[src/rtl/mac_seq_pkg.sv]
// Shared types and arithmetic helpers for the dot-product MAC sequencer.
// The helpers work on a 64-bit carrier so that one definition serves every width.
package mac_seq_pkg;

    typedef enum logic [1:0] {IDLE, RUN, DRAIN, DONE} state_t;

    localparam int DEF_INPUT_WIDTH = 8;
    localparam int DEF_ACC_WIDTH   = 32;
    localparam int DEF_LEN_W       = 16;
    localparam int MAX_W           = 64;
    localparam int IDX_W           = $clog2(MAX_W);

    typedef logic signed [MAX_W-1:0] wide_t;

    // Treats bit from_w-1 of val as the sign bit and replicates it upward.
    function automatic wide_t sign_ext(input wide_t val, input int from_w);
        wide_t shl;
        shl = val <<< (MAX_W - from_w);
        return shl >>> (MAX_W - from_w);
    endfunction

    // Signed overflow of s = x + y at width w: equal-sign addends, differing sum sign.
    function automatic logic add_ovf(input wide_t x, input wide_t y, input wide_t s, input int w);
        return (x[IDX_W'(w-1)] == y[IDX_W'(w-1)]) && (s[IDX_W'(w-1)] != x[IDX_W'(w-1)]);
    endfunction

endpackage

[src/rtl/mac_dot_sequencer_mac_pipe.sv]
// Two-stage signed MAC: registered product, then wrapping accumulate with a
// sticky overflow flag. Accumulator clear takes priority over accumulate.
module mac_pipe
    import mac_seq_pkg::*;
#(
    parameter int INPUT_WIDTH = DEF_INPUT_WIDTH,
    parameter int ACC_WIDTH   = DEF_ACC_WIDTH
) (
    input  logic                   clk,
    input  logic                   rst_n,
    input  logic                   clr,
    input  logic                   in_vld,
    input  logic [INPUT_WIDTH-1:0] a,
    input  logic [INPUT_WIDTH-1:0] b,
    output logic [ACC_WIDTH-1:0]   acc,
    output logic                   ovf
);

    localparam int PW = 2 * INPUT_WIDTH;

    logic signed [PW-1:0]        prod_p0;
    logic                        vld_p0;
    logic signed [ACC_WIDTH-1:0] acc_p1;
    logic                        ovf_p1;
    logic signed [ACC_WIDTH-1:0] addend;
    logic signed [ACC_WIDTH-1:0] sum;
    logic                        ovf_step;
    wide_t                       prod_w;

    always_comb begin
        prod_w   = sign_ext(wide_t'({{(MAX_W-PW){1'b0}}, prod_p0}), PW);
        addend   = $signed(prod_w[ACC_WIDTH-1:0]);
        sum      = acc_p1 + addend;
        ovf_step = add_ovf(wide_t'(acc_p1), wide_t'(addend), wide_t'(sum), ACC_WIDTH);
    end

    always_ff @(posedge clk or negedge rst_n) begin
        if (!rst_n) begin
            prod_p0 <= '0;
            vld_p0  <= 1'b0;
            acc_p1  <= '0;
            ovf_p1  <= 1'b0;
        end else begin
            // stage p0: product of the accepted beat
            vld_p0 <= in_vld;
            if (in_vld)
                prod_p0 <= PW'($signed(a)) * PW'($signed(b));
            // stage p1: accumulate the product registered one cycle earlier
            if (clr) begin
                acc_p1 <= '0;
                ovf_p1 <= 1'b0;
            end else if (vld_p0) begin
                acc_p1 <= sum;
                ovf_p1 <= ovf_p1 | ovf_step;
            end
        end
    end

    assign acc = acc_p1;
    assign ovf = ovf_p1;

endmodule

[src/rtl/mac_dot_sequencer.sv]
// Runs a length-N signed dot product through mac_pipe: command in, N operand
// beats, one result out once the last product has been accumulated.
module mac_dot_sequencer
    import mac_seq_pkg::*;
#(
    parameter int INPUT_WIDTH = DEF_INPUT_WIDTH,
    parameter int ACC_WIDTH   = DEF_ACC_WIDTH,
    parameter int LEN_W       = DEF_LEN_W
) (
    input  logic                   clk,
    input  logic                   rst_n,
    input  logic                   cmd_valid,
    output logic                   cmd_ready,
    input  logic [LEN_W-1:0]       cmd_len,
    input  logic                   op_valid,
    output logic                   op_ready,
    input  logic [INPUT_WIDTH-1:0] op_a,
    input  logic [INPUT_WIDTH-1:0] op_b,
    output logic                   res_valid,
    input  logic                   res_ready,
    output logic [ACC_WIDTH-1:0]   res_sum,
    output logic                   res_ovf,
    output logic                   busy
);

    state_t           state;
    logic [LEN_W-1:0] remaining;
    logic             beat;
    logic             accept;

    assign accept    = (state == IDLE) && cmd_valid && cmd_ready;
    assign beat      = op_valid && op_ready;
    assign res_valid = (state == DONE);
    assign busy      = (state != IDLE);

    mac_pipe #(
        .INPUT_WIDTH(INPUT_WIDTH),
        .ACC_WIDTH  (ACC_WIDTH)
    ) u_pipe (
        .clk   (clk),
        .rst_n (rst_n),
        .clr   (accept),
        .in_vld(beat),
        .a     (op_a),
        .b     (op_b),
        .acc   (res_sum),
        .ovf   (res_ovf)
    );

    always_ff @(posedge clk or negedge rst_n) begin
        if (!rst_n) begin
            state     <= IDLE;
            remaining <= '0;
            cmd_ready <= 1'b0;
            op_ready  <= 1'b0;
        end else begin
            case (state)
                IDLE: begin
                    if (accept) begin
                        cmd_ready <= 1'b0;
                        remaining <= cmd_len;
                        if (cmd_len == '0) begin
                            state <= DONE;
                        end else begin
                            state    <= RUN;
                            op_ready <= 1'b1;
                        end
                    end else begin
                        cmd_ready <= 1'b1;
                    end
                end
                RUN: begin
                    if (beat) begin
                        remaining <= remaining - LEN_W'(1);
                        if (remaining == LEN_W'(1)) begin
                            state    <= DRAIN;
                            op_ready <= 1'b0;
                        end
                    end
                end
                // the last product is added into the accumulator during DRAIN
                DRAIN: state <= DONE;
                DONE: begin
                    if (res_ready) begin
                        state     <= IDLE;
                        cmd_ready <= 1'b1;
                    end
                end
                default: state <= IDLE;
            endcase
        end
    end

endmodule

[config.mk]
export PLATFORM = sky130hd
export DESIGN_NAME = mac_dot_sequencer
export DESIGN_NICKNAME = d
export VERILOG_FILES = /design/src/rtl/mac_seq_pkg.sv /design/src/rtl/mac_dot_sequencer_mac_pipe.sv /design/src/rtl/mac_dot_sequencer.sv
export SDC_FILE = /design/constraint.sdc
export NUM_CORES = 1
export LEC_CHECK = 0
export CAP_MARGIN = 5
export CORE_ASPECT_RATIO = 1.5
export CORE_UTILIZATION = 59
export DETAILED_ROUTE_END_ITERATION = 8
export MAX_ROUTING_LAYER = met4
export PLACE_DENSITY_LB_ADDON = 0.08
export SYNTH_ARGS = -nofsm -noshare
export SYNTH_HDL_FRONTEND = slang
export SYNTH_SLANG_ARGS = --single-unit
[constraint.sdc]
create_clock -name clk -period 4 [get_ports clk]
set_input_delay 0.8 -clock clk [delete_from_list [all_inputs] [get_ports clk]]
set_output_delay 0.8 -clock clk [all_outputs]
set_load 0.03 [all_outputs]
==> results of run 1 <==
[metrics by stage]
step	TNS, ps	instances	worst slack (ps)	utilization
finish	-2270	1120	-448	0.757
global route	-3210	1120	-586	0.757
CTS	-2020	1116	-461	0.746
detailed placement	-9430	1096	-1260	0.717
global placement	-8380	1096	-1160	0.717
floorplan	-1770	835	-448	-
[cells in the mapped netlist, types with 4 or more instances]
cell type	n
inv_1	106
or4_1	5
a21oi_1	53
a21boi_0	5
o21ai_0	47
a31oi_1	6
and2_1	45
nor2b_1	12
o21bai_1	4
mux2i_1	21
nor3_1	20
xnor2_1	32
fa_1	56
ha_1	66
mux2_2	4
and3_1	6
dfrtp_1	70
nand2b_1	4
o211ai_1	7
o21a_1	7
nand2_1	72
nor2_1	42
a211oi_1	4
nor4_1	6
o22ai_1	10
nor3b_1	7
clkbuf_1	14
nand4_1	4
a21o_1	10
nand3_1	29
o31ai_1	5
[sequential cells by signal, summed over array words and instances, names as in the netlist]
signal and cells:
u_pipe.ovf 1, cmd_ready 1, u_pipe.prod_p0 16, u_pipe.acc 32
op_ready 1, state 2, remaining 16, u_pipe.vld_p0 1
[cell type report]
cell class / count / area [sq um] / share of cell area
multi-input cells: 639 / 5320 / 0.582
well taps: 153 / 191 / 0.0209
clock inverters: 6 / 38.8 / 0.00424
flip-flops and latches: 70 / 1750 / 0.192
clock buffers: 9 / 225 / 0.0246
repair buffers: 136 / 1210 / 0.133
inverters: 107 / 404 / 0.0442
[layer usage]
layer,global-route usage,share of wire
met1,0.336,0.38
met2,0.548,0.56
met3,0.0367,0.031
met4,0.0964,0.025
met5,-,0
[critical path, cell delays in order]
cell and delay, ps:
buf_4 140, and2_4 140, fa_1 480, inv_1 50, fa_1 490, inv_2 40, fa_1 520, inv_1 50
fa_1 480, inv_2 50, ha_4 280, buf_6 90, inv_2 30, o21a_1 190, o21ai_2 200, a41oi_2 180
a21oi_2 210, xnor2_2 130, o21ai_1 90
[placed cells by master (no fill, tap or decap), drive strengths merged, types with 5 or more instances in the layout]
| cell type | netlist | final |
|---|---|---|
| o21a | 7 | 7 |
| a21boi | 5 | 5 |
| mux2i | 21 | 21 |
| and3 | 6 | 6 |
| clkbuf | 16 | 9 |
| ha | 66 | 66 |
| dfrtp | 70 | 70 |
| o31ai | 5 | 5 |
| buf | 3 | 80 |
| nand2 | 72 | 72 |
| o22ai | 10 | 10 |
| nor2b | 12 | 12 |
| nor2 | 42 | 42 |
| nand3 | 29 | 29 |
| o21ai | 49 | 49 |
| a21oi | 53 | 53 |
| inv | 106 | 107 |
| nor3b | 7 | 7 |
| clkdlybuf4s50 | 0 | 56 |
| or4 | 5 | 5 |
| a21o | 10 | 10 |
| o211ai | 8 | 8 |
| nor3 | 20 | 20 |
| nor4 | 6 | 6 |
| a31oi | 7 | 7 |
| and2 | 47 | 47 |
| xnor2 | 32 | 32 |
| fa | 56 | 56 |
[where the power goes]
part	switching (mW)	internal (mW)	leakage, nW
sequential	0.346	1.08	0.846
combinational	3.31	2.81	3.20
clock	0.317	0.415	0.127
[logic make-up after synthesis]
| logic type | after synthesis |
|---|---|
| buffers and inverters | 126 |
| XOR/XNOR | 35 |
| flip-flops | 70 |
| AO/OA/AOI/OAI | 191 |
| multiplexers | 25 |
| AND/OR/NAND/NOR | 266 |
| adder cells (fa/ha/maj) | 122 |
[worst paths after layout]
path                                                      from  slack (ps)                        endpoint  cells past startpoint
worst max-delay path                                   op_a[7]        -450  u_pipe.prod_p0[15]$_DFFE_PN0P_                     19
worst min-delay path            u_pipe.prod_p0[10]$_DFFE_PN0P_         490  u_pipe.prod_p0[10]$_DFFE_PN0P_                      2
max in group asynchronous                                rst_n        2740      u_pipe.acc[10]$_DFFE_PN0P_                      2
worst min register to register  u_pipe.prod_p0[10]$_DFFE_PN0P_         490  u_pipe.prod_p0[10]$_DFFE_PN0P_                      2
min in group asynchronous                                rst_n         680      u_pipe.acc[24]$_DFFE_PN0P_                      2
worst max register to register       u_pipe.acc[6]$_DFFE_PN0P_         900          u_pipe.ovf$_DFFE_PN0P_                      9
[repair_timing]
action | in CTS | in global routing
buffers inserted | 6 | 5
pin swaps | 35 | 40
setup endpoints to repair | 9 | 8
resized for setup | 105 | 26
==> impl_results.md, run 1 <==
- Pleak: between 4 and 5 nW
- Number of H-tree levels: 3
- Skew-Pair Late Insertion Delay: 340 ps
- Starting Density: 0.607
- Num ports: 74
- Post-Synth Simple-Gate Area: 0.185
- Number of remaining DRC errors: 0
- Largest family of logic cells by synthesized area: adder cells
- Filler cells: 887
- Netlist cell types: 66
- Hold buffers post-CTS: 0
- Remaining antenna violation count: 0
- Synth Instances: between 800 and 900
- Routability congestion estimate: ~0.95
- Clock skew: ~9.7 ps
- Startpoint types: input pin
- Die height: approximately 140 microns
- Register area share after synthesis: 0.239
- Worst-Margin Slew: around 900 ps
- Number of max-cap violations: 0
- Syn_area_per_cell: 8.78 sq um
- CTS tree: done
- Drt total wl: about 18000 microns
- Synth Cell Area: ~7300 sq um
- Slew Limit Fails: 0
- XOR/XNOR share of the synthesized area: 0.0418
- Number of global-route vias before repair: ~6800
- Final #Nets: 1122
- PwrDens: approximately 910 nW/um^2
- Final-report setup violation count: 8
- Synth-to-layout area growth: 24.6%
- Worst setup EP type: flip-flop
- Final Hold Slack: around 500 ps
- GRT Util Overall: 0.301
- Compound-Gate Fraction of Synth Area: 0.167
- Root Buffer: clkbuf_16
- Critical Path RT: roughly 4200 ps
- Largest area contributor in the netlist: dfrtp_1
- Port-buffer cells: 73
- Fraction of synthesized area in multiplexers: 0.0348
- Failing checks: setup timing
- Dominant synthesized flop cell: dfrtp_1
- Mapped Nets: roughly 990
- Via count: around 6500
- Die area: around 13000 sq um
- Pin count of the biggest net entering global routing: between 70 and 80
- Synth Area in Adders: 0.266
- Crit Path Class: in -> reg
- Synth area leaders: dfrtp_1 (24%), fa_1 (15%), ha_1 (11%)
- Share of cells above drive strength 1: 0.162
- DR pass1 iterations: 5
- Minimum clock period: 4450 ps
- Clock-pin slew of the registers on the worst-case setup and hold paths: 60 ps
- Pwr Total: 8.27 mW
- First-pass GRT wire length: about 30000 microns
- Clock sink count: 70
- Total gr overflow: 0
- Final hold violations: 0
- Average wire per standard cell: between 15 and 20 microns
- Vias/cell: ~5.8
- Worst Path Max Fanout: 6
- F_max: between 0.2 and 0.25 GHz
- WP data arrival: between 4000 and 5000 ps
- Yosys top cell area share: 0.239
- Yosys reg bits: 70
- Post-synth EDFFs: 0
- Max rail drop VDD: between 500 and 600 uV
- Starting DRT DRC Count: 316
- RSZ-0062 raised after global routing: true
- Antenna cell count: 0
- Deepest clock path buffer count: 2
- Worst min path class: reg -> reg
- Area after DPL: roughly 8700 sq um
- Post-DP HPWL: roughly 14000 microns
- Yosys Warn Count: 0
- Slew margin rel.: 0.400
- Final Cycle Share: 1.11
- Status: finished with violations
- Total CTS buffers: 9
- Row cnt: 49
- Initial antenna violation count: 0
- Core area: about 12000 sq um
- Post-route cell area: just over 9000 sq um
- PnR worst setup slack: -448 ps
- Post-synth ARST share: 1.00
- Width of the die: between 90 and 100 microns
Power figures use the tool's default switching activity.
==> run 2, diff against run 1 <==
- CORE_UTILIZATION: 59 -> 53
- clock period: 4 -> 3.7 ns (I/O delays scaled with it)
==> run 2 against run 1 <==
  * The run ends with DRC, setup timing left
  * Routed wire length is 1.7% higher
  * Die area is 11% higher
  * Final cell count is 1.1% higher
  * Count of clock-buffer cells in the layout is 2 higher
  * First-iteration DRC count is 23% lower
  * Worst setup slack worse by 320 ps
  * Total power is 6.9% higher
  * Final area is 0.21% higher
  * Clock power is 22% higher
  * Hold slack better by 4.2 ps
  * Combinational power is 5.1% higher
  * Critical path type unchanged
  * Largest power group unchanged
==> impl_results.md, run 2 (synthesized netlist as in run 1, its figures left out) <==
- Port-buffer cells: 73 (unchanged)
- Hold Path Cell Cnt: 2 (unchanged)
- Routability congestion estimate: 0.909 (-4.0%)
- CTS tree: done
- Most common cell after layout, fill and taps aside: inv_1
- Failing checks: DRC, setup timing
- Die height: 146 microns (+5.4%)
- Hold_sp: u_pipe.prod_p0[11]$_DFFE_PN0P_
- Hold buffers post-CTS: 0 (unchanged)
- Row cnt: 52 (+6.1%)
- Clock sink count: 70 (unchanged)
- Worst min path class: reg -> reg
- Average wire per standard cell: 16.0 microns (+0.60%)
- Area after DPL: 8680 sq um (+0.22%)
- Worst Path Max Fanout: 4 (-2)
- Reg2Reg Launch Point: u_pipe.acc[6]$_DFFE_PN0P_
- Number of global-route vias before repair: 6646 (-2.0%)
- Worst setup EP type: flip-flop
- Synth-to-layout area growth: 24.9%
- Pin count of the biggest net entering global routing: 71 (unchanged)
- Pwr Total: 8.84 mW (+6.9%)
- Clock skew: 10.6 ps (+0.867 ps)
- Hold path endpoint: u_pipe.prod_p0[11]$_DFFE_PN0P_
- RSZ-0062 raised after global routing: true
- Worst-Margin Slew: 881 ps (-18.5 ps)
- WP data arrival: 4710 ps (+50 ps)
- Antenna cell count: 0 (unchanged)
- Reg2reg setup slack: 530 ps (-370 ps)
- Vias/cell: 5.72 (-1.7%)
- R2R depth: 9 (unchanged)
- Number of max-cap violations: 0 (unchanged)
- Startpoint types: input pin
- Final Util: 0.680 (-0.0767)
- F_max: 0.224 GHz
- Deepest clock path buffer count: 2 (unchanged)
- Starting Density: 0.544 (-0.0627)
- Final Hold Slack: 498 ps (+4.21 ps)
- Skew-Pair Late Insertion Delay: 330 ps (about the same)
- Total gr overflow: 0 (unchanged)
- Most frequent cells in the layout: inv_1 (92), nand2_1 (70), dfrtp_1 (70)
- Post-route cell area: 9160 sq um (+0.21%)
- Width of the die: 98.0 microns (+5.4%)
- PnR worst setup slack: -767 ps (-319 ps)
- DR pass1 iterations: 7 (+2)
- PwrDens: 965 nW/um^2 (+6.7%)
- Remaining antenna violation count: 0 (unchanged)
- Pleak: 4.18 nW (+0.26%)
- Initial antenna violation count: 0 (unchanged)
- Final Cycle Share: 1.21
- Total negative setup slack: -4330 ps (-2060 ps)
- R2R Path End: u_pipe.ovf$_DFFE_PN0P_
- Final hold violations: 0 (unchanged)
- Via count: 6480 (-0.61%)
- First-pass GRT wire length: 30200 microns (-0.86%)
- Core area: 13500 sq um (+12%)
- Place WS: -1490 ps (-234 ps)
- Minimum clock period: 4470 ps
- Die area: 14300 sq um (+11%)
- Total CTS buffers: 9 (unchanged)
- GRT Util Overall: 0.268 (-0.0336)
- Drt total wl: 18100 microns (+1.7%)
- Clock-pin slew of the registers on the worst-case setup and hold paths: 60 ps (about the same)
- Starting DRT DRC Count: 243 (-23%)
- Number of remaining DRC errors: 4 (+4)
- Final #Nets: 1124 (+0.18%)
- Number of H-tree levels: 3 (unchanged)
- Root Buffer: clkbuf_16
- Slew margin rel.: 0.413 (+0.0124)
- Num ports: 74 (unchanged)
- Share of cells above drive strength 1: 0.169 (+0.00671)
- Critical Path RT: 3940 ps (-270 ps)
- Post-DP HPWL: 14000 microns (+0.72%)
- Non-Filler Instances: 1132 (+1.1%)
- Placed Cells incl. Taps: 1106 (+0.91%)
- Final-report setup violation count: 9 (+1)
- Crit Path Class: in -> reg
- Flip-flop count of the largest register after layout: 32 (unchanged)
- Max rail drop VDD: 395 uV (-25%)
- Status: finished with violations
- Slew Limit Fails: 0 (unchanged)
run 2: worst max path at each step:
| stage | depth (start not counted) | slack [ps] | end | from |
|---|---|---|---|---|
| 3_3_place_gp | 15 | -1380 | u_pipe.prod_p0[15]$_DFFE_PN0P_ | op_b[4] |
| 2_1_floorplan | 17 | -690 | u_pipe.prod_p0[14]$_DFFE_PN0P_ | op_b[2] |
| 5_1_grt | 19 | -900 | u_pipe.prod_p0[12]$_DFFE_PN0P_ | op_a[7] |
| 3_5_place_dp | 18 | -1490 | u_pipe.prod_p0[14]$_DFFE_PN0P_ | op_a[1] |
| 4_1_cts | 18 | -720 | u_pipe.prod_p0[14]$_DFFE_PN0P_ | op_a[6] |
| 6_report | 19 | -770 | u_pipe.prod_p0[12]$_DFFE_PN0P_ | op_b[7] |
run 2: worst max-delay path, stage by stage:
cell and delay (ps):
buf_6 110, buf_6 120, fa_1 540, inv_2 40
fa_1 520, inv_2 40, fa_1 520, inv_1 50
fa_1 490, inv_2 50, ha_4 230, o21ai_4 70
a21oi_2 80, o21a_1 200, o21a_1 200, buf_4 140
o21a_1 180, o21a_1 180, o31ai_1 200
run 2: what timing repair did:
action | CTS | global route
setup buffers | 7 | 3
gates resized for setup | 92 | 32
endpoints found under the setup margin | 11 | 9
pin swaps | 25 | 31
run 2: power breakdown:
group          leakage, nW  switching, mW  internal (mW)
logic                 3.20           3.49           2.94
clock network        0.142          0.349          0.541
registers            0.846          0.362           1.17
total                 4.18           4.20           4.64
run 2: cell type report:
type / instances / area [sq um]
inverters: 107 / 404
clock buffers: 11 / 243
flip-flops and latches: 70 / 1750
well taps: 162 / 203
fillers: 1122 / 4310
multi-input cells: 639 / 5290
repair buffers: 138 / 1210
clock inverters: 5 / 58.8
run 2: per-layer routing:
layer,share of wire,GRT usage
met1,0.40,0.295
met2,0.55,0.490
met3,0.025,0.0268
met5,0,-
met4,0.033,0.105
==> run 3, diff against run 2 <==
- ABC_CLOCK_PERIOD_IN_PS: not set -> 3700
==> results of run 3 <==
Final layout, timing and power as in run 2 (identical DEF).
